## src/rtl/acq_control_regfile.sv

```systemverilog
// Control register bank behind the regaccess SPI slave: double-buffered acquisition
// config, start/stop sequencing FSM, sticky W1C overflow flag and LED PWM.
module acq_control_regfile #(
   parameter int         NUM_CHANNELS  = 16,
   parameter int         DIV_WIDTH     = 8,
   parameter logic [7:0] VERSION       = 8'h11,
   parameter logic [7:0] SCRATCH_RESET = 8'h73,
   parameter int         PWM_WIDTH     = 18
) (
   input  logic                    clk,
   input  logic                    rst,
   input  logic [6:0]              reg_num,
   input  logic                    reg_write,
   input  logic [7:0]              reg_data_write,
   output logic [7:0]              reg_data_read,
   input  logic                    acq_overflow,
   input  logic                    acq_stopped,
   output logic                    acq_enable,
   output logic                    clock_select,
   output logic [DIV_WIDTH-1:0]    clock_divisor,
   output logic [NUM_CHANNELS-1:0] channel_enable,
   output logic                    led_out
);

   localparam int         NUM_BYTES   = NUM_CHANNELS / 8;
   localparam logic [6:0] ADDR_VERSION = 7'h00;
   localparam logic [6:0] ADDR_STATUS  = 7'h01;
   localparam logic [6:0] ADDR_DIV_LO  = 7'h04;
   localparam logic [6:0] ADDR_LED     = 7'h05;
   localparam logic [6:0] ADDR_MODE    = 7'h0A;
   localparam logic [6:0] ADDR_SCRATCH = 7'h0D;
   localparam logic [6:0] ADDR_DIV_HI  = 7'h0E;

   typedef enum logic [1:0] {ST_IDLE, ST_LOAD, ST_RUN, ST_STOP} state_t;

   state_t                  r_state;
   state_t                  w_state_next;
   logic                    r_acq_req;
   logic                    r_overflow;
   logic                    r_user_bit;
   logic [DIV_WIDTH-1:0]    r_div_shadow;
   logic                    r_clk_sel_shadow;
   logic [NUM_CHANNELS-1:0] r_chan_shadow;
   logic [7:0]              r_brightness;
   logic [7:0]              r_scratch;
   logic                    r_clock_select;
   logic [DIV_WIDTH-1:0]    r_clock_divisor;
   logic [NUM_CHANNELS-1:0] r_channel_enable;
   logic [PWM_WIDTH-1:0]    r_pwm_cnt;
   logic [15:0]             w_div_wide;
   logic [15:0]             w_div_ext;
   logic                    w_running;

   assign w_running = (r_state == ST_RUN);
   assign w_div_ext = 16'(r_div_shadow);

   // NOTE: sequential state uses non-blocking assignments so every register samples pre-edge values.
   always_ff @(posedge clk or posedge rst) begin
      if (rst) r_state <= ST_IDLE;
      else     r_state <= w_state_next;
   end

   // NOTE: every always_comb output gets a default first, so no path can infer a latch.
   always_comb begin
      w_state_next = r_state;
      case (r_state)
         ST_IDLE: if (r_acq_req && acq_stopped)     w_state_next = ST_LOAD;
         ST_LOAD:                                   w_state_next = ST_RUN;
         ST_RUN:  if (!r_acq_req || acq_overflow)   w_state_next = ST_STOP;
         ST_STOP: if (acq_stopped)                  w_state_next = ST_IDLE;
         default:                                   w_state_next = ST_IDLE;
      endcase
   end

   // Byte-wide view of the divisor shadow so either half can be replaced, then truncated back.
   always_comb begin
      w_div_wide = w_div_ext;
      if (reg_num == ADDR_DIV_LO)      w_div_wide[7:0]  = reg_data_write;
      else if (reg_num == ADDR_DIV_HI) w_div_wide[15:8] = reg_data_write;
   end

   always_ff @(posedge clk or posedge rst) begin
      if (rst) begin
         r_acq_req        <= 1'b0;
         r_user_bit       <= 1'b0;
         r_div_shadow     <= '0;
         r_clk_sel_shadow <= 1'b0;
         r_chan_shadow    <= '0;
         r_brightness     <= 8'h00;
         r_scratch        <= SCRATCH_RESET;
      end else begin
         if (reg_write) begin
            case (reg_num)
               ADDR_STATUS: begin
                  r_acq_req  <= reg_data_write[0];
                  r_user_bit <= reg_data_write[6];
               end
               ADDR_DIV_LO, ADDR_DIV_HI: r_div_shadow     <= DIV_WIDTH'(w_div_wide);
               ADDR_LED:                 r_brightness     <= reg_data_write;
               ADDR_MODE:                r_clk_sel_shadow <= reg_data_write[0];
               ADDR_SCRATCH:             r_scratch        <= reg_data_write;
               default: begin
                  for (int k = 0; k < NUM_BYTES; k++)
                     if (reg_num == 7'(16 + k)) r_chan_shadow[k*8 +: 8] <= reg_data_write;
               end
            endcase
         end
         // An overflow during a run withdraws the request, overriding a same-cycle host write.
         if (acq_overflow && w_running) r_acq_req <= 1'b0;
      end
   end

   // Sticky flag: a fresh overflow pulse beats a simultaneous write-1-to-clear.
   always_ff @(posedge clk or posedge rst) begin
      if (rst)                                              r_overflow <= 1'b0;
      else if (acq_overflow)                                r_overflow <= 1'b1;
      else if (reg_write && reg_num == ADDR_STATUS && reg_data_write[2]) r_overflow <= 1'b0;
   end

   always_ff @(posedge clk or posedge rst) begin
      if (rst) begin
         r_clock_select   <= 1'b0;
         r_clock_divisor  <= '0;
         r_channel_enable <= '0;
      end else if (r_state == ST_LOAD) begin
         r_clock_select   <= r_clk_sel_shadow;
         r_clock_divisor  <= r_div_shadow;
         r_channel_enable <= r_chan_shadow;
      end
   end

   always_ff @(posedge clk or posedge rst) begin
      if (rst) r_pwm_cnt <= '0;
      else     r_pwm_cnt <= r_pwm_cnt + PWM_WIDTH'(1);
   end

   always_comb begin
      reg_data_read = 8'h00;
      case (reg_num)
         ADDR_VERSION: reg_data_read = VERSION;
         ADDR_STATUS:  reg_data_read = {1'b0, r_user_bit, 3'b000, r_overflow, w_running, r_acq_req};
         ADDR_DIV_LO:  reg_data_read = w_div_ext[7:0];
         ADDR_DIV_HI:  reg_data_read = w_div_ext[15:8];
         ADDR_LED:     reg_data_read = r_brightness;
         ADDR_MODE:    reg_data_read = {7'b0000000, r_clk_sel_shadow};
         ADDR_SCRATCH: reg_data_read = r_scratch;
         default: begin
            for (int k = 0; k < NUM_BYTES; k++)
               if (reg_num == 7'(16 + k)) reg_data_read = r_chan_shadow[k*8 +: 8];
         end
      endcase
   end

   assign acq_enable     = w_running;
   assign clock_select   = r_clock_select;
   assign clock_divisor  = r_clock_divisor;
   assign channel_enable = r_channel_enable;
   assign led_out        = ~(r_pwm_cnt[PWM_WIDTH-1 -: 8] < r_brightness);

endmodule

```

## config.mk

```make
export PLATFORM = sky130hd
export DESIGN_NAME = acq_control_regfile
export DESIGN_NICKNAME = d
export VERILOG_FILES = /design/src/rtl/acq_control_regfile.sv
export SDC_FILE = /design/constraint.sdc
export NUM_CORES = 1
export LEC_CHECK = 0
export CORE_ASPECT_RATIO = 0.5
export CORE_UTILIZATION = 55
export CTS_BUF_LIST = sky130_fd_sc_hd__clkbuf_8 sky130_fd_sc_hd__clkbuf_16
export DETAILED_ROUTE_END_ITERATION = 10
export HOLD_SLACK_MARGIN = 0.05
export PLACE_DENSITY_LB_ADDON = 0.15
export SLEW_MARGIN = 5
export SYNTH_ARGS = -nofsm -noshare
export SYNTH_HDL_FRONTEND = slang
export SYNTH_SLANG_ARGS = --single-unit
```

## constraint.sdc

```tcl
create_clock -name clk -period 3.25 [get_ports clk]
set_clock_uncertainty 0.15 [all_clocks]
set_input_delay 0.4875 -clock clk [delete_from_list [all_inputs] [get_ports clk]]
set_output_delay 0.4875 -clock clk [all_outputs]
set_load 0.01 [all_outputs]
```

; ---- After elaboration in Yosys (flattened, before gate mapping)
; Index checks and enable logic that the tools add are counted.
[word_totals]
input_bits = 20
output_inout_bits = 35
reg_bits = 89
wordCells = 66
[op_classes]
n_lt_le_gt_ge = 1
bitwise_logic = 2
add_sub_neg = 1
n_mux = 12
reduce_logical = 22
n_eq_ne = 14
[op_table]
columns = op, count
row1 = $pmux W8 S7, 1
row2 = $eq A7 B4 Y1 const B, 3
row3 = $add A18 B1 Y18 const B, 1
row4 = $mux W8, 2
row5 = $eq A7 B3 Y1 const B, 2
row6 = $eq A7 B5 Y1 const B, 2
row7 = $reduce_and A3 Y1, 4
row8 = $reduce_and A2 Y1, 5
row9 = $lt A8 B8 Y1, 1
row10 = $pmux W2 S4, 1
row11 = $eq A7 B1 Y1 const B, 1
row12 = $logic_not A7 Y1, 1
row13 = $mux W2, 3
row14 = $reduce_bool A2 Y1, 3
row15 = $reduce_or A6 Y1, 1
row16 = $mux W1, 5
row17 = $eq A2 B2 Y1 const B, 2
row18 = $logic_and A1 B1 Y1, 4
row19 = $ne A2 B2 Y1 const B, 2
row20 = $eq A2 B1 Y1 const B, 1
row21 = $logic_not A2 Y1, 1
row22 = $ne A2 B1 Y1 const B, 1
row23 = $not A1 Y1, 2
row24 = $reduce_or A2 Y1, 1
row25 = 2 further kinds, 2

; ---- Logic depth before layout (Yosys ltp)
[depth]
depth_word = 5
depth_mapped = 6
mapped_depth_nobuf = 6

; ---- Worst setup path before layout
; No wires, ideal clock.
[synth_timing]
path_type = in2out
from = input reg_num[3]
to = output reg_data_read[4]
path_stages = 5
setup_slack_ps = 945
required_ps = 2612
arrival_ps = 1668
path_buffers = 1
cell_sequence = buf_2 -> nor4_4 -> nand3b_2 -> or2_2 -> a22oi_1
[synth_between]
elab_chain_cells = 4
elab_cells_between_ends = 12
cone_classes = eq/ne: 8 / mux: 3 / reduce/logical: 1
[synth_rtl]
columns = item, line
row1 = from (decl), 12  ; input logic [6:0] reg_num,
row2 = $eq A7 B5 Y1, 149  ; if (reg_num == 7'(16 + k)) reg_data_read = r_chan_shadow[k*8 +: 8];
row3 = $mux W8 (2 in a row), 149
row4 = $pmux W8 S7 *, 139  ; case (reg_num)
row5 = to (decl), 15  ; output logic [7:0] reg_data_read,
; Every way passes the cells marked *; elsewhere a longest branch is shown, timed or not.

; ---- Final worst setup path
[layout_timing]
from = input reg_num[0]
to = output reg_data_read[1]
; The elaborated chain is that of the path after synthesis.

==> PnR_summary.wiki <==
{| class="wikitable"
! Metric !! Value
|-
| Result of the run || finished clean
|-
| First-pass iteration count of the detailed router || 4
|-
| Setup TNS || 0 ns
|-
| Number of different library cells in the post-synthesis netlist || 46
|-
| Area of the die || 0.00807 mm^2
|-
| Setup slack of the most critical reg-to-reg path || 1.45 ns
|-
| Per-cell via count in the routed design || roughly 5.5
|-
| Required time at the worst-slack endpoint || ~2.6 ns
|-
| Crit path capture type || output pin
|-
| Peak VDD IR || 354 uV
|-
| Cell count after synthesis || 331
|-
| Area after DPL || 0.00496 mm^2
|-
| Unrepaired setup endpoints after global routing || no
|-
| Final cell area excluding filler cells || 0.00529 mm^2
|-
| Slew at the pin with the worst max-slew slack || 0.597 ns
|-
| Clock insertion delay at the later pin of the skew report || about 0.33 ns
|-
| Static leakage || 2.56 nW
|-
| Height of the chip || ~64 um
|-
| Fraction of final layout cells with drive strength greater than 1 || 0.285
|-
| Hold Vio Cnt, Final || 0
|-
| Standard-cell row count || 22
|-
| Pin count of the biggest net entering global routing || 68
|-
| List of cells traversed by the critical path || clkdlybuf4s50_1 > nor2b_2 > and2_1 > nand2_1 > o221ai_1 > clkdlybuf4s50_1
|-
| Post-synthesis sequential area ratio || 0.528
|-
| Cell at the root of the clock tree || clkbuf_16
|-
| Layout Area Growth over Synthesis || 24.9%
|-
| Horizontal extent of the die || 126 um
|-
| I/O pin count || 55
|-
| Antenna Diode Count || 0
|-
| Synth Cell Area || 0.00423 mm^2
|-
| Power density over the cells || 623 mW/mm^2
|-
| Syn nets || 364
|-
| Max_cap viols || 0
|-
| Residual DRC count || 0
|-
| Number of buffers and inverters on the critical path || 2
|-
| Synthesized flop and latch total || 89
|-
| Number of cell instances on the worst register-to-register path || 4
|-
| TritonCTS clock tree || done
|-
| Routability cong. || 0.836
|-
| Total grt overflow || 0
|-
| Mean cell area of the mapped netlist || 12.8 um^2
|-
| Core Region || 0.00738 mm^2
|-
| Slew margin rel. || 0.598
|-
| Initial antenna violation count || 0
|-
| R2R Path Start || r_pwm_cnt[7]
|-
| Standard cell with the maximum stage delay on the critical path || clkdlybuf4s50_1
|-
| Critical Path Source Type || input pin
|-
| Instance count on the critical path || 6
|-
| Peak per-stage delay on the critical path || 0.67 ns
|-
| Termination of the worst setup path || reg_data_read[1]
|-
| CTS clk-pin slew, worst paths || 0.06 ns
|-
| Min-Delay Path Class || input pin to async pin
|-
| Dominant cell type by count on the critical path || clkdlybuf4s50_1
|-
| Number of filler cells placed in the layout || approximately 520
|-
| Final worst setup slack || about 0.098 ns
|-
| Final min period || 3.15 ns
|-
| Endpoint of the worst register-to-register path || r_pwm_cnt[17]
|-
| Family with the most delay on the worst path || buffers and inverters
|-
| Setup bufs post-CTS || 0
|-
| Worst-path maximum fanout || 10
|-
| Residual antenna-violating net count after detailed routing || 0
|-
| Hold WS || ~0.3 ns
|-
| Routed vias || around 2800
|-
| Global-route wire length before repair || 15000 um
|-
| Final setup viols || 0
|-
| First element of the critical path || reg_num[0]
|-
| Avg WL per Cell || 17.8 um
|-
| Count of H-tree levels built during CTS || 3
|-
| Post-detail-place hpwl || 6520 um
|-
| Number of DRC markers in iteration 0 || 148
|-
| NumNets Final || 432
|-
| Fraction of the cycle the final worst path needs || 0.970
|-
| Critical setup path kind || input pin to output pin
|-
| CTS Buf Count || 9
|-
| Max Fclk || 0.317 GHz
|-
| Maximum buffer depth of the clock tree || 2
|-
| Data arrival time of the worst path || 2.51 ns
|-
| Number of global-route vias before repair || 2857
|-
| Slew Limit Fails || 0
|-
| Initial standard-cell utilization of the core || 0.574
|-
| Global Route Usage Sum || 0.248
|-
| Number of sinks on the clock net || 89
|-
| Placement-stage worst setup slack || approximately 0.050 ns
|-
| Final wirelength || 8890 um
|-
| Yosys warnings || 0
|-
| Count of input and output buffers || 54
|}
## kinds of logic (layout without fill, tap and decap cells)
group           Yosys count  after routing  share of synthesized area
fa+ha+maj                13             13                     0.0384
simple gates             69             69                     0.0978
flops                    89             89                      0.528
compound gates           32             32                     0.0553
buf+inv                  27            100                     0.0266
mux                      85             85                      0.221
xor+xnor                 16             16                     0.0331
## cell type report
class	count	area, um^2	share of cell area
inverters	15	57.6	0.0109
clock inverters	4	50.0	0.00947
flip-flops and latches	89	2230	0.423
repair buffers	69	671	0.127
multi-input cells	215	1890	0.357
well taps	96	120	0.0227
clock buffers	12	267	0.0504
## layout by cell type (no fill, tap or decap), types with 2 or more instances in the layout
cell type | Yosys | final
a211o_1 | 3 | 3
a21boi_0 | 3 | 3
a21o_1 | 4 | 4
a21oi_1 | 4 | 4
a22o_1 | 4 | 4
and2_1 | 2 | 2
and3_1 | 3 | 3
buf_4 | 1 | 14
clkbuf_16 | 0 | 9
clkbuf_8 | 0 | 3
clkdlybuf4s50_1 | 0 | 52
clkinv_2 | 0 | 2
clkinvlp_4 | 0 | 2
dfrtp_1 | 84 | 84
dfstp_2 | 5 | 5
dlymetal6s2s_1 | 0 | 2
ha_1 | 13 | 13
inv_1 | 15 | 14
mux2_2 | 67 | 67
mux2i_1 | 17 | 17
nand2_1 | 14 | 14
nand3_1 | 8 | 8
nand3_4 | 2 | 2
nand3b_1 | 2 | 2
nand4_1 | 6 | 6
nor2_1 | 16 | 16
nor3b_1 | 2 | 2
nor4_1 | 2 | 2
o21ai_0 | 4 | 4
o221ai_1 | 3 | 3
or2_2 | 4 | 4
xnor2_1 | 11 | 11
xor2_1 | 5 | 5
## flip-flops by register name, indices dropped and copies added, names as in the netlist
register	count
r_scratch	8
r_clk_sel_shadow	1
r_brightness	8
r_overflow	1
channel_enable	16
r_pwm_cnt	18
r_acq_req	1
r_chan_shadow	16
r_state	2
clock_select	1
clock_divisor	8
r_div_shadow	8
r_user_bit	1
## where the power goes
| group | leakage, nW | switching [mW] | internal (mW) |
|---|---|---|---|
| clock | 0.151 | 0.397 | 0.656 |
| sequential | 1.18 | 0.110 | 1.29 |
| combinational | 1.23 | 0.355 | 0.484 |
| total | 2.56 | 0.862 | 2.43 |
## metal layers
metal | vias to the layer above | routed length (um) | track usage
met4 | 0 | 70 | 0.0587
met5 | - | 0 | 0
met1 | 1406 | 4390 | 0.343
li1 | 1309 | - | -
met3 | 8 | 264 | 0.0561
met2 | 50 | 4160 | 0.401
## worst min path at each step
| stage | from | endpoint |
|---|---|---|
| floorplan | r_pwm_cnt[6] | r_pwm_cnt[6] |
| CTS | rst | r_pwm_cnt[0] |
| finish | rst | r_pwm_cnt[0] |
| global route | rst | r_pwm_cnt[0] |
| global placement | r_pwm_cnt[6] | r_pwm_cnt[6] |
| detailed placement | r_pwm_cnt[6] | r_pwm_cnt[6] |
## stage by stage
stage,util,total power [mW],instances
final,0.716,3.29,500
after global routing,0.716,3.45,500
after CTS,0.716,3.32,500
after detailed placement,0.673,2.27,484
after global placement,0.673,2.22,484
after floorplan,-,1.84,331
## worst reg2reg max path, delay by kind of cell (launching register included)
kind          cells  cell delay [ns]
simple gates      3             0.96
flops             1             0.42
xor+xnor          1             0.16
## repair_timing
action                                  in CTS  in global routing
gates resized for setup                      0                  2
hold buffers                                 0                  0
hold endpoints to repair                     0                  0
endpoints found under the setup margin       0                  2
## synth_stat cells, drive strengths merged
cell / n / area share
a21o: 4 / 0.0071
o21ai: 4 / 0.0047
dfrtp: 84 / 0.50
clkbuf: 4 / 0.0035
and2b: 1 / 0.0018
or2: 4 / 0.0059
o221ai: 3 / 0.0062
nor2b: 2 / 0.0035
a32oi: 1 / 0.0021
o31ai: 1 / 0.0018
mux2i: 17 / 0.040
nor3: 1 / 0.0038
and3: 3 / 0.0044
a22oi: 1 / 0.0018
ha: 13 / 0.038
nor3b: 2 / 0.0035
buf: 8 / 0.0098
o21a: 1 / 0.0018
and2: 2 / 0.0030
nand3b: 3 / 0.0062
a211oi: 1 / 0.0018
a21boi: 3 / 0.0053
a21oi: 4 / 0.0047
a22o: 4 / 0.0083
nand2: 14 / 0.012
dfstp: 5 / 0.031
nand4: 7 / 0.012
o22ai: 1 / 0.0015
xnor2: 11 / 0.023
o22a: 1 / 0.0021
nor2: 16 / 0.014
a211o: 3 / 0.0062
nor4: 3 / 0.0080
nand3: 10 / 0.018
mux2: 68 / 0.18
inv: 15 / 0.013
xor2: 5 / 0.010
nand2b: 1 / 0.0015
Note: power is estimated with default switching activity, not from simulation.
